File: config.mk
export PLATFORM = sky130hd
export DESIGN_NAME = tpg_pattern_scheduler
export DESIGN_NICKNAME = d
export VERILOG_FILES = /design/src/rtl/tpg_pkg.sv /design/src/rtl/tpg_sched_table.sv /design/src/rtl/tpg_pattern_scheduler.sv
export SDC_FILE = /design/constraint.sdc
export NUM_CORES = 1
export LEC_CHECK = 0
export ABC_AREA = 0
export CORE_ASPECT_RATIO = 0.75
export CORE_MARGIN = 2
export CORE_UTILIZATION = 45
export DETAILED_ROUTE_END_ITERATION = 6
export PLACE_DENSITY = 0.67
export REMOVE_ABC_BUFFERS = 1
export SLEW_MARGIN = 20
export SYNTH_ARGS = -nofsm -noshare
export SYNTH_HDL_FRONTEND = slang
export SYNTH_SLANG_ARGS = --single-unit
File: constraint.sdc
create_clock -name clk_i -period 3.24 [get_ports clk_i]
set_clock_uncertainty 0.1 [all_clocks]
set_input_delay 0.486 -clock clk_i [delete_from_list [all_inputs] [get_ports clk_i]]
set_output_delay 0.486 -clock clk_i [all_outputs]
set_load 0.02 [all_outputs]
File: src/rtl/tpg_pkg.sv
// Shared types and constants for the test pattern generator scheduler.
// Mode codes follow the pattern mux encoding.
package tpg_pkg;

    localparam int unsigned TPG_MODE_W  = 5;
    localparam int unsigned TPG_DWELL_W = 8;

    typedef enum logic [1:0] {
        IDLE,
        REQ,
        DWELL
    } tpg_state_e;

    typedef struct packed {
        logic [TPG_MODE_W-1:0]  mode;
        logic [TPG_DWELL_W-1:0] dwell;
    } tpg_entry_t;

    localparam logic [TPG_MODE_W-1:0] MODE_GRAD     = 5'b01000;
    localparam logic [TPG_MODE_W-1:0] MODE_IMAGE    = 5'b00100;
    localparam logic [TPG_MODE_W-1:0] MODE_OFFSET   = 5'b00010;
    localparam logic [TPG_MODE_W-1:0] MODE_STNDRT   = 5'b00001;
    localparam logic [TPG_MODE_W-1:0] MODE_ONECOLOR = 5'b00000;

endpackage

File: src/rtl/tpg_sched_table.sv
// Pattern list register file: one synchronous write port, one combinational
// read port, every entry resets to mode 0 / dwell 1.
module tpg_sched_table
    import tpg_pkg::*;
#(
    parameter int unsigned ENTRIES = 8,
    parameter int unsigned MODE_W  = TPG_MODE_W,
    parameter int unsigned DWELL_W = TPG_DWELL_W
) (
    input  logic                         clk_i,
    input  logic                         rst_i,
    input  logic                         wr_i,
    input  logic [$clog2(ENTRIES)-1:0]   wr_addr_i,
    input  logic [MODE_W+DWELL_W-1:0]    wr_data_i,
    input  logic [$clog2(ENTRIES)-1:0]   rd_addr_i,
    output logic [MODE_W+DWELL_W-1:0]    rd_data_o
);

    localparam int unsigned EW = MODE_W + DWELL_W;
    localparam logic [EW-1:0] RST_ENTRY = EW'(1);

    logic [EW-1:0] mem [ENTRIES];

    always_ff @(posedge clk_i or negedge rst_i) begin
        if (!rst_i) begin
            for (int unsigned i = 0; i < ENTRIES; i++) begin
                mem[i] <= RST_ENTRY;
            end
        end else if (wr_i) begin
            mem[wr_addr_i] <= wr_data_i;
        end
    end

    assign rd_data_o = mem[rd_addr_i];

endmodule

File: src/rtl/tpg_pattern_scheduler.sv
// Frame-synchronous pattern list sequencer feeding the pattern mux over a
// req/ack handshake; mode and dwell are latched whenever an entry is loaded.
module tpg_pattern_scheduler
    import tpg_pkg::*;
#(
    parameter int unsigned ENTRIES = 8,
    parameter int unsigned MODE_W  = TPG_MODE_W,
    parameter int unsigned DWELL_W = TPG_DWELL_W
) (
    input  logic                         clk_i,
    input  logic                         rst_i,
    input  logic                         cfg_wr_i,
    input  logic [$clog2(ENTRIES)-1:0]   cfg_addr_i,
    input  logic [MODE_W+DWELL_W-1:0]    cfg_data_i,
    input  logic [$clog2(ENTRIES):0]     cfg_len_i,
    input  logic                         run_i,
    input  logic                         sof_i,
    input  logic                         ack_i,
    output logic                         req_o,
    output logic [MODE_W-1:0]            mode_o,
    output logic                         busy_o,
    output logic [$clog2(ENTRIES)-1:0]   index_o,
    output logic [DWELL_W-1:0]           frame_cnt_o
);

    localparam int unsigned AW = $clog2(ENTRIES);
    localparam int unsigned LW = AW + 1;

    tpg_state_e                state;
    logic [LW-1:0]             len_q;
    logic [DWELL_W-1:0]        dwell_q;
    logic [AW-1:0]             nxt_idx;
    logic [AW-1:0]             rd_addr;
    logic [MODE_W+DWELL_W-1:0] rd_data;
    logic [MODE_W-1:0]         rd_mode;
    logic [DWELL_W-1:0]        rd_dwell;
    logic [DWELL_W-1:0]        dwell_eff;
    logic [LW-1:0]             len_clamped;
    logic                      last_frame;

    tpg_sched_table #(
        .ENTRIES (ENTRIES),
        .MODE_W  (MODE_W),
        .DWELL_W (DWELL_W)
    ) u_table (
        .clk_i     (clk_i),
        .rst_i     (rst_i),
        .wr_i      (cfg_wr_i),
        .wr_addr_i (cfg_addr_i),
        .wr_data_i (cfg_data_i),
        .rd_addr_i (rd_addr),
        .rd_data_o (rd_data)
    );

    assign rd_mode  = rd_data[DWELL_W +: MODE_W];
    assign rd_dwell = rd_data[DWELL_W-1:0];

    // The read port always points at the entry the next load will take.
    always_comb begin
        nxt_idx     = (({1'b0, index_o} + LW'(1)) == len_q) ? '0 : index_o + AW'(1);
        rd_addr     = (state == IDLE) ? '0 : nxt_idx;
        len_clamped = (cfg_len_i > LW'(ENTRIES)) ? LW'(ENTRIES) : cfg_len_i;
        dwell_eff   = (dwell_q == '0) ? DWELL_W'(1) : dwell_q;
        last_frame  = (({1'b0, frame_cnt_o} + (DWELL_W+1)'(1)) == {1'b0, dwell_eff});
    end

    always_ff @(posedge clk_i or negedge rst_i) begin
        if (!rst_i) begin
            state       <= IDLE;
            len_q       <= '0;
            dwell_q     <= DWELL_W'(1);
            index_o     <= '0;
            frame_cnt_o <= '0;
            mode_o      <= MODE_W'(MODE_ONECOLOR);
            req_o       <= 1'b0;
            busy_o      <= 1'b0;
        end else begin
            case (state)
                IDLE: begin
                    if (run_i && (cfg_len_i != '0)) begin
                        len_q       <= len_clamped;
                        index_o     <= '0;
                        mode_o      <= rd_mode;
                        dwell_q     <= rd_dwell;
                        frame_cnt_o <= '0;
                        req_o       <= 1'b1;
                        busy_o      <= 1'b1;
                        state       <= REQ;
                    end
                end
                REQ: begin
                    if (ack_i) begin
                        req_o       <= 1'b0;
                        frame_cnt_o <= '0;
                        if (run_i) begin
                            state <= DWELL;
                        end else begin
                            busy_o <= 1'b0;
                            state  <= IDLE;
                        end
                    end
                end
                DWELL: begin
                    // Stopping wins over a coincident frame boundary.
                    if (!run_i) begin
                        busy_o <= 1'b0;
                        state  <= IDLE;
                    end else if (sof_i) begin
                        if (last_frame) begin
                            index_o     <= nxt_idx;
                            mode_o      <= rd_mode;
                            dwell_q     <= rd_dwell;
                            frame_cnt_o <= '0;
                            req_o       <= 1'b1;
                            state       <= REQ;
                        end else begin
                            frame_cnt_o <= frame_cnt_o + DWELL_W'(1);
                        end
                    end
                end
                default: begin
                    req_o  <= 1'b0;
                    busy_o <= 1'b0;
                    state  <= IDLE;
                end
            endcase
        end
    end

endmodule
==> impl_metrics.py <==
metrics = {
    "synthesis": {
        "synth_cell_type_count": 52,
        "syn_inst": 580,
        "seq_area_frac_synth_pct": 50.3,
        "synth-edff-count": 0,
        "async_flop_share_pct": 100,
        "syn-cell-area_um2": 6790,
        "synth_top_family_by_area": "multiplexers",
        "ys.flop_type": "dfrtp_1",
        "synth-xor-area-share_pct": 2.28,
        "muxShareOfSynthArea_pct": 21.7,
        "synth_warnings": 0,
        "syn_avg_cell_area_um2": 11.7,
        "synthSimpleGateAreaFrac_pct": 9.07,
        "synthAdderAreaFrac_pct": 1.11,
        "ys_seq_elements": 136,
        "synth_compound_area_share_pct": 12.1,
    },
    "power_and_ir_drop": {
        "ir_worst_vdd_mv": 0.352,
        "p_leak_nw": 3.51,
        "cellPowerDensity_nw_per_um2": 808,
    },
    "setup_path": {
        "startpoint": "index_o[1]$_DFFE_PN0P_",
        "cp-start-kind": "flip-flop",
        "worstPathArrival_ns": 3.12,
        "cp-end-kind": "flip-flop",
        "rr_endpoint": "mode_o[2]$_DFFE_PN0P_",
        "timing.rr.start": "index_o[1]$_DFFE_PN0P_",
        "r2r_setup_slack_ns": 0.31,
        "critPathRequiredTime_ns": 3.43,
        "cp_max_fo": 11,
        "rr_worst_depth": 8,
        "criticalPathCategory": "flip-flop to flip-flop",
    },
    "clock_network": {
        "cts_sinks": 136,
        "clk_latency_ns": 0.41,
        "ctsHtreeMaxLevel": 4,
        "cts_tree": "built",
        "post_cts_buffers": 0,
        "clockRootBuffer": "clkbuf_16",
        "clkTransAtPathRegs_ns": 0.06,
        "clk_path_buf_depth": 2,
        "cts_made_buffers": 17,
    },
    "finish": {
        "final_nets": 668,
        "fill_cells": 1223,
        "num_antenna_cells": 0,
        "syn_to_final_growth_pct": 20.2,
        "fin_util_pct": 55.9,
        "layout-drive-gt1-share_pct": 28.2,
    },
    "drt": {
        "wire_per_inst_um": 19.1,
        "vias": 4909,
        "ant_nets": 0,
        "vias_per_cell": 5.79,
        "firstDrtPassIters": 5,
        "wirelength_um": 16200,
        "drtIter0Drc": 304,
        "drc_errors": 0,
    },
    "worst_hold_path": {
        "min_from": "u_table.mem[83]$_DFFE_PN0P_",
        "whs_path_depth": 1,
        "hold_end": "u_table.mem[83]$_DFFE_PN0P_",
        "holdCritPathClass": "flip-flop to flip-flop",
    },
    "global_route": {
        "grt_pass1_vias": 4968,
        "grt_overflow": 0,
        "track_usage_pct": 21.2,
        "grt_max_degree": 69,
        "grt_pass1_wl_um": 26300,
        "antenna_found_initial": 0,
    },
    "place": {
        "dp_slack_ns": 0.237,
        "routabilityCongestion": 0.866,
        "dpl.hpwl_um": 10700,
        "portBuffers": 43,
    },
    "die": {
        "io_pins": 44,
        "rows": 38,
        "initial_core_util_pct": 46.5,
        "dieHeight_um": 110,
        "die_x_um": 146,
        "die_area_um2": 16100,
        "coreArea_um2": 14600,
    },
    "timing": {
        "hold_viol_final": 0,
        "fmax_ghz": 0.341,
        "drv_slew": 0,
        "fin_ws_ns": 0.310,
        "slew_headroom_pct": 53.6,
        "setup_violations": 0,
        "rsz0062_at_grt": "no",
        "fin_tns_setup_ns": 0,
        "min_period_ns": 2.93,
        "tightest_slew_ns": 0.694,
        "post-route-period-util_pct": 90.4,
    },
    "status": {
        "status": "finished, final reports clean",
    },
    "run": {
        "drv_cap": 0,
    },
}
==> through the flow <==
step	hold slack [ns]	instance area, µm²	instances	total power (W)
final	0.398	8160	848	0.00659
after global routing	0.408	8160	848	0.00696
after CTS	0.401	8150	848	0.00661
after detailed placement	0.375	7560	816	0.00469
after global placement	0.374	7560	816	0.00460
after floorplan	0.0904	6640	548	0.00390
==> critical path, stage by stage, from the launching register on <==
cell and delay, ns:
dfrtp_1 0.43, ha_1 0.39, xnor2_1 0.23, o211a_1 0.22, a2111o_1 0.67, buf_4 0.25
o32ai_1 0.14, a221oi_1 0.09, mux2_2 0.29
==> where the power goes <==
group          total, W  internal (W)  switching (W)  leakage (nW)
combinational   0.00229       0.00109        0.00121          1.57
clock           0.00190       0.00121       0.000688         0.278
sequential      0.00240       0.00213       0.000270          1.65
total           0.00659       0.00443        0.00216          3.51
==> layout by cell type, fill, tap and decap left out, drive strengths merged, types with 4 or more instances in the layout <==
cell	Yosys	final
a221oi	13	13
mux2i	29	29
nand2	37	37
mux2	105	105
nor2	18	18
a21oi	7	7
buf	10	26
and3	15	15
a21boi	13	13
o22ai	13	13
o21ai	30	30
xnor2	10	10
nand4	6	6
or2	4	4
or3	4	4
nor3	9	9
dfstp	9	9
xor2	5	5
dfrtp	127	127
inv	24	24
nand3	8	8
clkdlybuf4s50	0	42
ha	6	6
clkbuf	22	24
o32ai	14	14
o211ai	6	6
nand2b	6	6
==> cell type report <==
cell class	instances	area, µm²	area share, %
inverters	24	90.1	1.10
repair buffers	69	651	7.97
multi-input cells	388	3170	38.9
flip-flops and latches	136	3410	41.8
clock buffers	24	492	6.03
well taps	200	250	3.07
clock inverters	7	92.6	1.13
==> cells in the mapped netlist (7+ instances only) <==
cell type | count | share of area (%)
a21oi_1 | 7 | 0.52
inv_1 | 24 | 1.3
a21boi_0 | 13 | 1.4
o32ai_1 | 14 | 1.8
nor2_1 | 18 | 0.99
mux2i_1 | 29 | 4.3
clkbuf_1 | 22 | 1.2
mux2_2 | 105 | 17
o21ai_0 | 28 | 2.1
a221oi_1 | 13 | 1.7
dfrtp_1 | 127 | 47
xnor2_1 | 10 | 1.3
dfstp_2 | 9 | 3.5
and3_1 | 15 | 1.4
nand3_1 | 8 | 0.59
nor3_1 | 9 | 0.66
nand2_1 | 36 | 2.0
o22ai_1 | 13 | 1.2
==> sequential cells by signal, indices dropped and copies added (netlist names) <==
signal / cells
req_o: 1
mode_o: 5
frame_cnt_o: 8
state: 2
dwell_q: 8
len_q: 4
u_table.mem: 104
index_o: 3
busy_o: 1
==> how the worst max path moves through the flow <==
stage                                        end  slack (ns)
after floorplan            mode_o[3]$_DFFE_PN0P_        0.01
after global placement    dwell_q[6]$_DFFE_PN0P_        0.30
after detailed placement  dwell_q[2]$_DFFE_PN0P_        0.24
after CTS                 dwell_q[2]$_DFFE_PN0P_        0.21
after global routing      dwell_q[2]$_DFFE_PN0P_        0.18
final                      mode_o[2]$_DFFE_PN0P_        0.31
==> kinds of logic (layout without fill, tap and decap cells) <==
family | count (synthesis) | after routing
AOI/OAI and AO/OA | 111 | 111
xor gates and xnor gates | 16 | 16
adders and majority gates | 6 | 6
buffers and inverters | 56 | 124
DFF | 136 | 136
muxes | 134 | 134
and+or+nand+nor | 121 | 121
==> what timing repair did <==
item / 4_1_cts / 5_1_grt
resized for setup: 0 / 0
hold buffers: 1 / 0
endpoints found under the hold margin: 33 / 0
==> layer usage <==
layer / share of wire [%] / global-route usage [%] / routed length, µm
met1: 47 / 28.7 / 7550
met2: 47 / 34.6 / 7660
met3: 4.7 / 4.61 / 758
met4: 1.6 / 6.44 / 262
met5: 0 / 0 / 0
(Power assumes the default switching activity.)
